**config.mk**
```make
export PLATFORM = sky130hd
export DESIGN_NAME = axi_lite_cmd_arbiter
export DESIGN_NICKNAME = d
export VERILOG_FILES = /design/src/rtl/axi_lite_cmd_arbiter.sv
export SDC_FILE = /design/constraint.sdc
export NUM_CORES = 1
export LEC_CHECK = 0
export ABC_AREA = 1
export CORE_AREA = 2 2 186 188
export CTS_CLUSTER_SIZE = 16
export DETAILED_ROUTE_END_ITERATION = 10
export DIE_AREA = 0 0 188 190
export GPL_TIMING_DRIVEN = 0
export HOLD_SLACK_MARGIN = 0.02
export SYNTH_ARGS = -nofsm -noshare
export SYNTH_HDL_FRONTEND = slang
export SYNTH_SLANG_ARGS = --single-unit
export TNS_END_PERCENT = 100
```
**constraint.sdc**
```tcl
create_clock -name pl_clk_i -period 4.1 [get_ports pl_clk_i]
set_input_delay 0.41 -clock pl_clk_i [delete_from_list [all_inputs] [get_ports pl_clk_i]]
set_output_delay 0.41 -clock pl_clk_i [all_outputs]
set_load 0.005 [all_outputs]
```
**src/rtl/axi_lite_cmd_arbiter.sv**
```systemverilog
// Round-robin arbiter sharing one AXI4-Lite master port among N_REQ requesters.
// One transaction outstanding at a time, with a per-transaction response timeout.
module axi_lite_cmd_arbiter #(
  parameter int unsigned N_REQ   = 4,
  parameter int unsigned TIMEOUT = 256
) (
  input  logic                       pl_clk_i,
  input  logic                       pl_rst_i,
  // Requester side
  input  logic [N_REQ-1:0]           req_valid_i,
  output logic [N_REQ-1:0]           req_ready_o,
  input  logic [N_REQ-1:0]           req_write_i,
  input  logic [32*N_REQ-1:0]        req_addr_i,
  input  logic [32*N_REQ-1:0]        req_wdata_i,
  input  logic [4*N_REQ-1:0]         req_wstrb_i,
  output logic [N_REQ-1:0]           rsp_valid_o,
  output logic [31:0]                rsp_rdata_o,
  output logic [1:0]                 rsp_resp_o,
  output logic                       busy_o,
  output logic [$clog2(N_REQ)-1:0]   grant_id_o,
  // AXI4-Lite master
  output logic [31:0]                m_axi_awaddr_o,
  output logic                       m_axi_awvalid_o,
  input  logic                       m_axi_awready_i,
  output logic [31:0]                m_axi_wdata_o,
  output logic [3:0]                 m_axi_wstrb_o,
  output logic                       m_axi_wvalid_o,
  input  logic                       m_axi_wready_i,
  input  logic [1:0]                 m_axi_bresp_i,
  input  logic                       m_axi_bvalid_i,
  output logic                       m_axi_bready_o,
  output logic [31:0]                m_axi_araddr_o,
  output logic                       m_axi_arvalid_o,
  input  logic                       m_axi_arready_i,
  input  logic [31:0]                m_axi_rdata_i,
  input  logic [1:0]                 m_axi_rresp_i,
  input  logic                       m_axi_rvalid_i,
  output logic                       m_axi_rready_o
);

  localparam int unsigned IdW  = $clog2(N_REQ);
  localparam int unsigned CntW = (TIMEOUT > 1) ? $clog2(TIMEOUT) : 1;

  typedef enum logic [1:0] {StIdle, StAddr, StResp, StDrain} state_e;

  state_e           state_q, state_d;
  logic [IdW-1:0]   grant_q, grant_d, winner, cand;
  logic             found;
  logic             wr_q, wr_d;
  logic [31:0]      addr_q, addr_d, wdata_q, wdata_d;
  logic [3:0]       wstrb_q, wstrb_d;
  logic             aw_pend_q, aw_pend_d, w_pend_q, w_pend_d, ar_pend_q, ar_pend_d;
  logic [CntW-1:0]  cnt_q, cnt_d;
  logic [N_REQ-1:0] rsp_valid_q, rsp_valid_d, ready, grant_oh;
  logic [31:0]      rsp_rdata_q, rsp_rdata_d;
  logic [1:0]       rsp_resp_q, rsp_resp_d;
  logic             resp_phase, rsp_hs, expired;
  logic [31:0]      addr_a  [N_REQ];
  logic [31:0]      wdata_a [N_REQ];
  logic [3:0]       wstrb_a [N_REQ];

  // Unpack the flat requester buses into per-requester arrays
  always_comb begin
    for (int unsigned k = 0; k < N_REQ; k++) begin
      addr_a[k]  = req_addr_i[k*32 +: 32];
      wdata_a[k] = req_wdata_i[k*32 +: 32];
      wstrb_a[k] = req_wstrb_i[k*4 +: 4];
    end
  end

  // Round-robin search starting just after the last owner
  always_comb begin
    found  = 1'b0;
    winner = grant_q;
    cand   = '0;
    for (int unsigned i = 1; i <= N_REQ; i++) begin
      cand = IdW'((32'(grant_q) + i) % N_REQ);
      if (!found && req_valid_i[cand]) begin
        found  = 1'b1;
        winner = cand;
      end
    end
  end

  assign grant_oh   = {{(N_REQ-1){1'b0}}, 1'b1} << grant_q;
  assign resp_phase = (state_q == StResp) || (state_q == StDrain);
  assign m_axi_bready_o = resp_phase && wr_q;
  assign m_axi_rready_o = resp_phase && !wr_q;
  assign rsp_hs  = (m_axi_bvalid_i && m_axi_bready_o) || (m_axi_rvalid_i && m_axi_rready_o);
  // A zero TIMEOUT never expires
  assign expired = (TIMEOUT != 0) && (cnt_q == CntW'(TIMEOUT - 1));

  // Next-state, command capture and response generation
  always_comb begin
    state_d     = state_q;
    grant_d     = grant_q;
    wr_d        = wr_q;
    addr_d      = addr_q;
    wdata_d     = wdata_q;
    wstrb_d     = wstrb_q;
    aw_pend_d   = aw_pend_q;
    w_pend_d    = w_pend_q;
    ar_pend_d   = ar_pend_q;
    cnt_d       = cnt_q;
    rsp_valid_d = '0;
    rsp_rdata_d = rsp_rdata_q;
    rsp_resp_d  = rsp_resp_q;
    ready       = '0;
    unique case (state_q)
      StIdle: begin
        if (found) begin
          ready[winner] = 1'b1;
          grant_d   = winner;
          wr_d      = req_write_i[winner];
          addr_d    = addr_a[winner];
          wdata_d   = wdata_a[winner];
          wstrb_d   = wstrb_a[winner];
          aw_pend_d = req_write_i[winner];
          w_pend_d  = req_write_i[winner];
          ar_pend_d = !req_write_i[winner];
          cnt_d     = '0;
          state_d   = StAddr;
        end
      end
      StAddr: begin
        cnt_d     = cnt_q + 1'b1;
        aw_pend_d = aw_pend_q && !m_axi_awready_i;
        w_pend_d  = w_pend_q && !m_axi_wready_i;
        ar_pend_d = ar_pend_q && !m_axi_arready_i;
        if (expired) begin
          rsp_valid_d = grant_oh;
          rsp_rdata_d = '0;
          rsp_resp_d  = 2'b11;
          state_d     = StDrain;
        end else if (!aw_pend_d && !w_pend_d && !ar_pend_d) begin
          state_d = StResp;
        end
      end
      StResp: begin
        cnt_d = cnt_q + 1'b1;
        // A response landing on the expiry cycle is reported normally
        if (rsp_hs) begin
          rsp_valid_d = grant_oh;
          rsp_rdata_d = wr_q ? 32'h0 : m_axi_rdata_i;
          rsp_resp_d  = wr_q ? m_axi_bresp_i : m_axi_rresp_i;
          state_d     = StIdle;
        end else if (expired) begin
          rsp_valid_d = grant_oh;
          rsp_rdata_d = '0;
          rsp_resp_d  = 2'b11;
          state_d     = StDrain;
        end
      end
      StDrain: begin
        aw_pend_d = aw_pend_q && !m_axi_awready_i;
        w_pend_d  = w_pend_q && !m_axi_wready_i;
        ar_pend_d = ar_pend_q && !m_axi_arready_i;
        // Late response is swallowed
        if (rsp_hs) state_d = StIdle;
      end
      default: state_d = StIdle;
    endcase
  end

  // State and datapath registers
  always_ff @(posedge pl_clk_i or posedge pl_rst_i) begin
    if (pl_rst_i) begin
      state_q     <= StIdle;
      grant_q     <= IdW'(N_REQ - 1);
      wr_q        <= 1'b0;
      addr_q      <= '0;
      wdata_q     <= '0;
      wstrb_q     <= '0;
      aw_pend_q   <= 1'b0;
      w_pend_q    <= 1'b0;
      ar_pend_q   <= 1'b0;
      cnt_q       <= '0;
      rsp_valid_q <= '0;
      rsp_rdata_q <= '0;
      rsp_resp_q  <= '0;
    end else begin
      state_q     <= state_d;
      grant_q     <= grant_d;
      wr_q        <= wr_d;
      addr_q      <= addr_d;
      wdata_q     <= wdata_d;
      wstrb_q     <= wstrb_d;
      aw_pend_q   <= aw_pend_d;
      w_pend_q    <= w_pend_d;
      ar_pend_q   <= ar_pend_d;
      cnt_q       <= cnt_d;
      rsp_valid_q <= rsp_valid_d;
      rsp_rdata_q <= rsp_rdata_d;
      rsp_resp_q  <= rsp_resp_d;
    end
  end

  // Ready is combinational from IDLE, so mask it while reset is held
  assign req_ready_o     = ready & {N_REQ{!pl_rst_i}};
  assign rsp_valid_o     = rsp_valid_q;
  assign rsp_rdata_o     = rsp_rdata_q;
  assign rsp_resp_o      = rsp_resp_q;
  assign busy_o          = (state_q != StIdle);
  assign grant_id_o      = grant_q;
  assign m_axi_awaddr_o  = addr_q;
  assign m_axi_araddr_o  = addr_q;
  assign m_axi_wdata_o   = wdata_q;
  assign m_axi_wstrb_o   = wstrb_q;
  assign m_axi_awvalid_o = aw_pend_q;
  assign m_axi_wvalid_o  = w_pend_q;
  assign m_axi_arvalid_o = ar_pend_q;

endmodule

```
Yosys cells after proc, flatten, opt, wreduce, memory -nomap -nowiden
Cells that the tools add are included. W data, S select, Z words.

Equal/unequal tests: 8. Mux-type cells: 56. $lt $le $gt $ge: 7. Shifts and indexed selects: 1. Bitwise gates (word level): 2. Reductions and logical operators: 38. Add/subtract/negate cells: 5.

Operators with widths (number): $mux W32 (7); $bmux W32 S2 (2); $pmux W32 S2 (1); $mux W2 (13); $mux W4 (6); $pmux W8 S2 (1); $lt A2 B3 Y1 const B (5); $logic_and A1 B1 Y1 (13); $logic_not A1 Y1 (12); $mux W1 (12); $bmux W1 S2 (5); $add A8 B1 Y8 const B (1); $bmux W4 S2 (1); $eq A8 B8 Y1 const B (1); $mux W8 (1); $pmux W2 S4 (1); $pmux W4 S2 (1); $reduce_bool A2 Y1 (4); $ne A3 B3 Y1 const B (2); $pmux W1 S2 (3); $reduce_and A2 Y1 (3); $add A2 B1 Y2 const B (2); $add A2 B2 Y2 const B (2); $and A4 B4 Y4 (1); other kinds (13) (17).

Output and inout bits: 150. Word-level logic and storage cells: 130. Bits in registers: 122. Input bits: 323.

Depth between registers and ports, before layout
Depth in word-level cells: 20. Gate-level depth with buffers: 19. Gate-level depth less buffers: 16.

Worst setup path after synthesis
Ideal clock, no wire load.

Path kind: flip-flop to output port. From: reg grant_q[0] (netlist: grant_id_o[0]). To: out req_ready_o[1]. Path buffers: 3. Cell stages (with the launch flop): 15. Data required time: 3.690 ns. Arrival time: 2.109 ns. Path slack: 1.581 ns. Cell sequence: dfstp_2 > buf_6 > inv_6 > ha_1 > inv_1 > nand2_1 > nand2_2 > nand2_4 > nand2_2 > nand2_4 > nand2_4 > inv_4 > buf_12 > buf_6 > nor3_1.

Cells in the longest elaborated chain, start to end: 20. Elaborated cells on any way between the ends: 34. Those cells by class: add/sub (4); order compare (2); mux (20); bitwise (1); reduce/logical (7).

RTL lines: start: declaration (RTL line 47) `logic [IdW-1:0] grant_q, grant_d, winner, cand;`; start signal: assignment (RTL line 169) `grant_q <= IdW'(N_REQ - 1);`; start signal: assignment (RTL line 183) `grant_q <= grant_d;`; $add A2 B1 Y2 (RTL line 77) `cand = IdW'((32'(grant_q) + i) % N_REQ);`; $bmux W1 S2 (RTL line 78) `if (!found && req_valid_i[cand]) begin`; $mux W1 (not written as such) (RTL line 78); $mux W1 (RTL line 78); $logic_not A1 Y1 (RTL line 78); $logic_and A1 B1 Y1 (RTL line 78); $mux W1 (RTL line 78); $logic_not A1 Y1 (RTL line 78); [... 4 more ...]; $mux W2 (RTL line 78); $lt A2 B3 Y1 (not written as such) / $ge A2 B1 Y1 (equally long branches) (RTL line 112) `ready[winner] = 1'b1;`; $logic_and A1 B1 Y1 (not written as such) (RTL line 112); $mux W1 (not written as such) (RTL line 112); $demux W1 S2 (RTL line 112); $mux W4 * (RTL line 111) `if (found) begin`; $mux W4 * (RTL line 109) `unique case (state_q)`; $and A4 B4 Y4 * (RTL line 199) `assign req_ready_o = ready & {N_REQ{!pl_rst_i}};`; end: declaration (RTL line 11) `output logic [N_REQ-1:0] req_ready_o,`.

Every way passes the cells marked *; elsewhere a longest branch is shown, timed or not. The select of a mux whose other input is x is not followed.

Final worst setup path
Same ends and word-level chain as after synthesis.

==> results.json <==
{
  "p_int_uw": 6680,
  "synthMuxAreaShare_pct": 0,
  "die_w_um": 188,
  "num_rows": 68,
  "crit_fanout": 10,
  "design_area_mm2": 0.0141,
  "synth_nets": 1599,
  "first_iter_violations": 571,
  "combPwrFrac_pct": 72.9,
  "htree_levels": 4,
  "drtPass1Iterations": 5,
  "gp_congestion": 0.878,
  "dpl_cell_area_mm2": 0.0135,
  "cp-end-kind": "output port",
  "cap_viol_max_count": 0,
  "timing.final.crit_period_ps": 3860,
  "reg2reg_from": "grant_id_o[0]$_DFFE_PP1P_",
  "reg2reg_depth": 14,
  "tns_ps": 0,
  "grt_pass1_vias": 9522,
  "postCtsHoldBufs": 0,
  "fill_cells": 3513,
  "antennaDiodeCount": 0,
  "ys_seq_elements": 122,
  "clock_latency_ps": 420,
  "clkPwrFrac_pct": 11.5,
  "yosys.area_share.simple_pct": 44.8,
  "io_pins": 473,
  "drive_gt1_share_pct": 7.91,
  "wl_mm": 37.1,
  "hold_viol": 0,
  "p_leak_uw": 0.00705,
  "relSlewSlack_pct": 30.6,
  "vias": 9670,
  "grt_max_degree": 84,
  "syn-instance-count": 1266,
  "start_util_pct": 23.9,
  "drc": 0,
  "rsz0062_at_grt": "false",
  "yosysUniqueCellTypes": 33,
  "grt_overflow": 0,
  "die_area_mm2": 0.0357,
  "grt_first_pass_wirelength_mm": 55.8,
  "reg2reg_slack_ps": 1090,
  "switchingPower_uw": 7090,
  "finalClockSkew_ps": 8.75,
  "setup_ws_ps": 237,
  "setup_violations": 0,
  "crit_type": "reg2out",
  "track_usage_pct": 20.5,
  "wl_per_cell_um": 16.7,
  "io_buffer_count": 472,
  "grt_antenna_before_repair": 0,
  "cp.required_ps": 3690,
  "dpl_worst_slack_ps": 474,
  "route.antenna.remaining_nets": 0,
  "vias_per_cell": 4.34,
  "pwr-share-seq_pct": 15.6,
  "drv_slew": 0,
  "fin_crit_sh_pct": 94.2,
  "yosys_warnings": 0,
  "switching_share_pct": 51.5,
  "hp-class": "in2async",
  "fin_nets": 2091,
  "layout_common_cells": "nand2_1 (860), clkdlybuf4s50_1 (472), dfrtp_1 (120), buf_4 (38), a32o_1 (32)",
  "final-instance-count-excl-fill": 2226,
  "die_h_um": 190,
  "synth-seq-area-share_pct": 37.6,
  "dp_hpwl_mm": 29.4,
  "synth-compound-area-share_pct": 5.88,
  "path_clk_slew_ps": 60,
  "crit_start": "grant_id_o[0]$_DFFE_PP1P_",
  "cts_buffers": 17,
  "syn-cell-area_mm2": 0.00812,
  "layout_commonest_cell": "nand2_1",
  "syn2layout_area_growth_pct": 73.0,
  "crit_arrival_ps": 3450,
  "start_kind": "register",
  "core_area_mm2": 0.0339,
  "tightest_slew_ps": 1040,
  "crit_end": "req_ready_o[1]",
  "max-clock-path-buffers": 2,
  "syn_avg_cell_area_um2": 6.42,
  "status": "completed",
  "place_inst": 2194,
  "cts.sinks": 122,
  "timing.rr.end": "m_axi_araddr_o[30]$_DFFE_PP0P_",
  "ir_worst_vdd_mv": 0.369,
  "clock_tree.root_cell": "clkbuf_16",
  "cts_tree": "done",
  "cellPowerDensity_mw_per_mm2": 980,
  "synth_xor_area_share_pct": 0.108,
  "synth_top_family_by_area": "simple AND/OR/NAND/NOR gates",
  "fmax_ghz": 0.259,
  "synthAdderAreaFrac_pct": 1.54
}
[worst min-delay path by stage]
stage | end | slack [ps] | cells after the start
3_5_place_dp | m_axi_wdata_o[16]$_DFFE_PP0P_ | 470 | 2
5_1_grt | m_axi_wdata_o[4]$_DFFE_PP0P_ | 430 | 2
6_report | m_axi_wdata_o[5]$_DFFE_PP0P_ | 410 | 2
3_3_place_gp | m_axi_wdata_o[15]$_DFFE_PP0P_ | 460 | 2
2_1_floorplan | m_axi_wdata_o[0]$_DFFE_PP0P_ | 470 | 2
4_1_cts | m_axi_araddr_o[29]$_DFFE_PP0P_ | 400 | 2
[flip-flops by register name, summed over array words and instances (netlist names)]
| name | cells |
|---|---|
| grant_id_o | 2 |
| m_axi_awvalid_o | 1 |
| cnt_q | 8 |
| m_axi_wstrb_o | 4 |
| wr_q | 1 |
| rsp_resp_o | 2 |
| state_q | 2 |
| m_axi_araddr_o | 32 |
| m_axi_wvalid_o | 1 |
| rsp_valid_o | 4 |
| m_axi_arvalid_o | 1 |
| m_axi_wdata_o | 32 |
| rsp_rdata_o | 32 |
[stage by stage]
step,utilization [%],hold slack (ps),total power [µW]
global route,41.4,434,15200
detailed placement,39.6,465,12300
floorplan,-,472,8190
global placement,39.5,463,12200
finish,41.4,413,13800
CTS,41.4,403,13900
[critical path, stage by stage (launching register included)]
cell             delay (ps)
dfstp_2                 570
buf_6                   150
inv_6                    60
ha_1                    350
inv_1                   100
nand2_1                  90
nand2_2                  60
nand2_4                  90
nor2_2                   50
o21ai_2                 620
buf_2                   350
nor3_1                   80
clkdlybuf4s50_1         450
[synth_stat cells (all sizes together)]
library cell  count  area, µm²
buf              84        613
dfrtp           120       3000
a32o             32        320
clkinv            1       3.75
xor2              1       8.76
clkbuf           18       67.6
a21oi             6       30.0
nor3              5       25.0
nor2             21       81.3
dfstp             2       52.6
o21ai            21        113
nand3            26        140
a211oi            1       7.51
o31ai             1       7.51
nand4             4       25.0
nand2           874       3330
inv              34        135
ha               10        125
nor3b             5       37.5
[timing repair]
item,in CTS,in global routing
setup endpoints to repair,1,0
setup buffers,0,0
gates resized for setup,1,0
[area by class of cell]
type	instances	area, µm²	share of cell area [%]
plain buffers	102	681	4.84
clock buffers	17	425	3.03
clock inverters	15	176	1.26
inverters	35	144	1.02
multi-input cells	1007	4250	30.3
flip-flops and latches	122	3060	21.7
well taps	455	569	4.05
repair buffers	473	4750	33.8
[routing by layer]
metal	GRT usage [%]	vias to the layer above	share of wire [%]
met5	0	-	0
met1	25.9	4502	43
met4	4.97	0	1.4
met2	35.9	276	50
li1	-	4859	-
met3	3.80	33	5.1
[power by group through the flow]
stage	registers, µW	clock network (µW)	logic (µW)
3_3_place_gp	2160	0	10000
4_1_cts	2160	1630	10100
5_1_grt	2220	1690	11300
2_1_floorplan	2110	0	6080
6_report	2150	1580	10000
3_5_place_dp	2170	0	10100
[cells by family after synthesis]
kind of cell | count (synthesis)
compound gates | 61
simple gates | 935
flops | 122
xor+xnor | 1
fa+ha+maj | 10
buf+inv | 137
(Power assumes the default switching activity.)
==> edit 1, RTL diff (same flow settings) <==
Reset style: synchronous (`pl_rst_i`), changed in one clocked block.
--- a/src/rtl/axi_lite_cmd_arbiter.sv
+++ b/src/rtl/axi_lite_cmd_arbiter.sv
@@ -165,3 +165,3 @@
   // State and datapath registers
-  always_ff @(posedge pl_clk_i or posedge pl_rst_i) begin
+  always_ff @(posedge pl_clk_i) begin
     if (pl_rst_i) begin
Check against the original RTL: differs if pl_rst_i is asserted again (counterexample within 4 cycles, from zero or initial values and one cycle with pl_rst_i high); with pl_rst_i held inactive, the same outputs for 4 cycles.
==> edit 1 against the original RTL <==
- sequential share of layout area fell by 3.1 points
- count of clock-buffer cells in the layout grew 1
- sequential cell count unchanged
- cell area shrank 6.7%
- routed wire length is 0.24% lower
- clock skew rose by 0.0040 ns
- register-to-register slack improved by 0.15 ns
- critical path depth up 1
- total power down 31%
- worst setup slack improved by 0.020 ns
- synthesized area is 12% lower
- global-route usage fell by 0.27 points
- largest cell class unchanged
- largest power group unchanged
- highest routed layer unchanged
==> edit 1: results (changes against the original RTL) <==
Pwr
  • Clk pwr share: 18.0% (was 11.5%)
  • Internal power: 4.90 mW (was 6.68 mW)
  • Leakage power: 5.52 nW (was 7.05 nW)
  • Clock group: 1.71 mW (was 1.58 mW)

Synthesis
  • Post-Syn Nets: 1478 (was 1599)
  • Sequential-to-total area share from yosys stat: 34.1% (was 37.6%)
  • FFs w/ async S/R, synth: 0% (was 100%)
  • Syn Area/Cell: 6.26 um^2 (was 6.42 um^2)

Global routing
  • GR Util met2: 36.0% (was 35.9%)
  • GRT Total Usage: 20.2% (was 20.5%)
  • Largest net degree at the start of global routing: 17 (was 84)
  • First-pass GRT wire length: 54.6 mm (was 55.8 mm)
  • Global Route met1 Usage: 23.4% (was 25.9%)
  • Met3 Usage GRT: 5.40% (was 3.80%)

STA
  • Worst Tran Pin Value: 0.695 ns (was 1.04 ns)
  • Upper clock frequency limit: 0.260 GHz (was 0.259 GHz)
  • Hold_ws: 0.453 ns (was 0.413 ns)
  • Worst clock skew: 0.0128 ns (was 0.00875 ns)

Detailed routing
  • M1 WL: 15.0 mm (was 16.0 mm)
  • Drt total wl: 37.0 mm (was 37.1 mm)
  • Drt pass-1 iters: 7 (was 5)
  • Met2 WL post-DR: 18.7 mm (about the same)

Placed design
  • Number of port buffers: 471 (was 472)
  • Placed cell area: 12400 um^2 (was 13500 um^2)
  • DP HPWL: 29.4 mm (about the same)
  • Placed insts: 2071 (was 2194)
  • Gp weighted congestion: 0.890 (was 0.878)

Status
  • Status: finished clean (unchanged)

Worst setup path
  • Reg2reg end: m_axi_araddr_o[5] (was m_axi_araddr_o[30])
  • Crit path from: grant_id_o[1] (was grant_id_o[0])
  • CP max stage delay: 0.56 ns (was 0.62 ns)
  • CP endpoint: req_ready_o[0] (was req_ready_o[1])

Final layout
  • Layout cell share with drive strength beyond 1: 8.37% (was 7.91%)
edit 1: changes by cell type in the layout (fill, tap and decap cells not counted), moves of 5 or more:
cell / before / now
nor3b_1: 5 / 0
nand3_1: 24 / 233
a21oi_1: 6 / 47
a32o_1: 32 / 0
nand4_1: 4 / 14
nand2_1: 860 / 502
dfrtp_1: 120 / 0
o21ai_0: 17 / 12
dfxtp_1: 0 / 122
inv_1: 27 / 37
diode_2: 0 / 5
edit 1: cell type report:
type / count / area (um^2)
diodes: 5 / 12.5
plain buffers: 100 / 617
clock buffers: 18 / 429
clock inverters: 14 / 211
fillers: 3554 / 20800
inverters: 42 / 158
multi-input cells: 881 / 3950
flip-flops and latches: 122 / 2440
well taps: 455 / 569
repair buffers: 471 / 4710
edit 1: kinds of logic after synthesis:
group	synth area share [%]
simple gates	47.9
buf+inv	10.8
flops	34.1
compound gates	5.19
fa+ha+maj	1.75
xor+xnor	0.245
==> edit 2, RTL diff (same settings) <==
Without the edit above. Change the parameter `TIMEOUT` from 256 to 128.
--- a/src/rtl/axi_lite_cmd_arbiter.sv
+++ b/src/rtl/axi_lite_cmd_arbiter.sv
@@ -4,3 +4,3 @@
   parameter int unsigned N_REQ   = 4,
-  parameter int unsigned TIMEOUT = 256
+  parameter int unsigned TIMEOUT = 128
 ) (
Behaviour: no difference found for any inputs over 4 cycles, from zero or initial values and one cycle with pl_rst_i high; that may be too few to reach the edited logic, so the function may still have changed.
==> edit 2 against the original RTL <==
- die area did not move
- count of clock-buffer cells in the layout did not move
- sequential cell count fell by 1
- first-iteration DRC count fell by 29%
- clock power fell by 4%
- worst setup slack improved by 0.10 ns
- register-to-register slack improved by 0.15 ns
- maximum frequency rose by 2.7%
- total power rose by 0.15%
- routed wire length rose by 1.1%
- synthesized area rose by 0.35%
- cell area rose by 0.22%
==> edit 2: results (changes against the original RTL) <==
Synthesis
  • Cells after synthesis: 1331 (was 1266)
  • Ys Warns: 0 (unchanged)
  • Post-synthesis mux area share: 0% (unchanged)
  • Ys flop type: dfrtp_1 (unchanged)
  • Sequential-to-total area share from yosys stat: 37.2% (was 37.6%)
  • Post-synthesis cell type count: 32 (was 33)
  • Synth Area in Compound Gates: 1.81% (was 5.88%)
  • Post-synthesis xor/xnor area fraction: 0.215% (was 0.108%)
  • Synth area leaders: nand2_1 (43%), dfrtp_1 (37%), nand3_1 (3.6%) (was nand2_1 (40%), dfrtp_1 (37%), a32o_1 (3.9%))
  • Post-synth top cells: nand2_1 (940), dfrtp_1 (119), nand3_1 (58) (was nand2_1 (861), dfrtp_1 (120), buf_4 (38))
  • Largest family of logic cells by synthesized area: simple AND/OR/NAND/NOR gates (unchanged)
  • Post-Syn Nets: 1664 (was 1599)
  • Synth Area in Adders: 1.53% (was 1.54%)

Pwr
  • Leakage power: 7.22 nW (was 7.05 nW)
  • Worst vdd ir: 397 uV (was 369 uV)

Status
  • Status: finished clean (unchanged)

STA
  • Hold_ws: 0.393 ns (was 0.413 ns)
  • Worst clock skew: 0.0140 ns (was 0.00875 ns)
  • Tmin final: 3.76 ns (was 3.86 ns)
  • Worst Tran Pin Value: 0.729 ns (was 1.04 ns)

Global routing
  • GRT Total Usage: 20.8% (was 20.5%)
  • First-pass GRT wire length: 56.8 mm (was 55.8 mm)
  • Vias in the first global route: 9714 (was 9522)
  • Initial antenna violation count: 0 (unchanged)
  • Largest net degree at the start of global routing: 78 (was 84)

Final layout
  • Layout cell share with drive strength beyond 1: 7.63% (was 7.91%)
  • Nets: 2156 (was 2091)
  • Layout Cells excl Fill: 2291 (was 2226)
  • Diodes inserted: 0 (unchanged)
  • Fillcell total: 3573 (was 3513)

Worst setup path
  • Max FO, Critical Path: 11 (was 10)
  • FF-to-FF setup slack: 1.24 ns (was 1.09 ns)
  • Worst Path Arrival: 3.35 ns (was 3.45 ns)

Detailed routing
  • Drt pass-1 iters: 5 (unchanged)
  • Detailed Route Iter0 Violations: 407 (was 571)
  • Via count: 9830 (was 9670)
  • WL/cell: 16.4 um (was 16.7 um)

Placed design
  • DP HPWL: 29.7 mm (was 29.4 mm)
  • Pre-CTS WS: 0.325 ns (was 0.474 ns)
  • Gp weighted congestion: 0.874 (was 0.878)
  • Placed cell area: 13500 um^2 (about the same)

Clocking
  • H-tree depth: 4 (unchanged)
  • Max Buffers Root-to-Sink: 2 (unchanged)
  • Clock slew at reported path FFs: 0.07 ns
  • Clk_lat worst skew: 0.42 ns (about the same)

Hold path
  • Worst hold path class: input port to asynchronous set/reset pin (unchanged)
edit 2: cell types whose count changed after synthesis, sizes merged, moves of 5 or more:
cell,delta
nor2,-8
o21ai,-5
nand2,+75
nand3,+33
a32o,-32
edit 2: metrics by stage:
| stage | TNS [ns] | util (%) | power (mW) |
|---|---|---|---|
| floorplan | 0 | - | 8.17 |
| global placement | -232.03 | 39.6 | 12.3 |
| detailed placement | 0 | 39.7 | 12.3 |
| CTS | -0.0145 | 41.4 | 13.9 |
| global route | 0 | 41.5 | 15.3 |
| finish | 0 | 41.5 | 13.8 |
edit 2: report_power, final:
group,leakage (nW),switching [mW],internal [mW]
Combinational,5.40,6.20,3.94
Clock,0.271,0.704,0.810
Sequential,1.55,0.380,1.75
Total,7.22,7.29,6.50
edit 2: kinds of logic after synthesis:
group,Yosys count
buffers and inverters,136
DFF,121
xor gates and xnor gates,2
AOI/OAI and AO/OA,27
and+or+nand+nor,1035
adders and majority gates,10
edit 2: metal layers:
layer	track usage, %	part of all wire [%]	vias up	routed length, um
met1	25.6	42	4486	15800
li1	-	-	4999	-
met3	3.91	5.3	30	1990
met4	5.48	1.7	0	651
met2	37.2	51	315	19100
met5	0	0	-	0
edit 2: area by class of cell:
class                      instances  area share [%]
tap                              455            4.04
clock buffer                      17            3.02
sequential                       121            21.5
buffer                           101            4.66
clock inverter                    15            1.07
inverter                          35            1.00
timing repair buffer             473            33.7
multi-input combinational       1074            30.9
edit 2: final timing paths:
kind                                       from                 end  cells after the start
worst max register to register    grant_id_o[0]  m_axi_araddr_o[27]                     17
max in group asynchronous              pl_rst_i   m_axi_araddr_o[4]                      3
worst max-delay path              grant_id_o[0]      req_ready_o[3]                     13
worst min-delay path                   pl_rst_i   m_axi_wdata_o[10]                      2
worst min register to register  rsp_rdata_o[21]     rsp_rdata_o[21]                      2
min in group pl_clk_i           rsp_rdata_o[21]     rsp_rdata_o[21]                      2
edit 2: timing repair:
action / in CTS / in global routing
resized for setup: 1 / 6
endpoints found under the setup margin: 4 / 4
buffers inserted: 0 / 0
edit 2: worst max-delay path, stage by stage, from the launching register on:
cell and delay [ns]:
dfstp_2 0.57, buf_6 0.16, inv_6 0.07, ha_4 0.32
inv_1 0.08, nand3_1 0.10, nand2_1 0.07, nor2_2 0.15
nand2_1 0.15, nand2_1 0.15, nand2_4 0.14, buf_4 0.23
nor3_1 0.20, clkdlybuf4s50_1 0.56
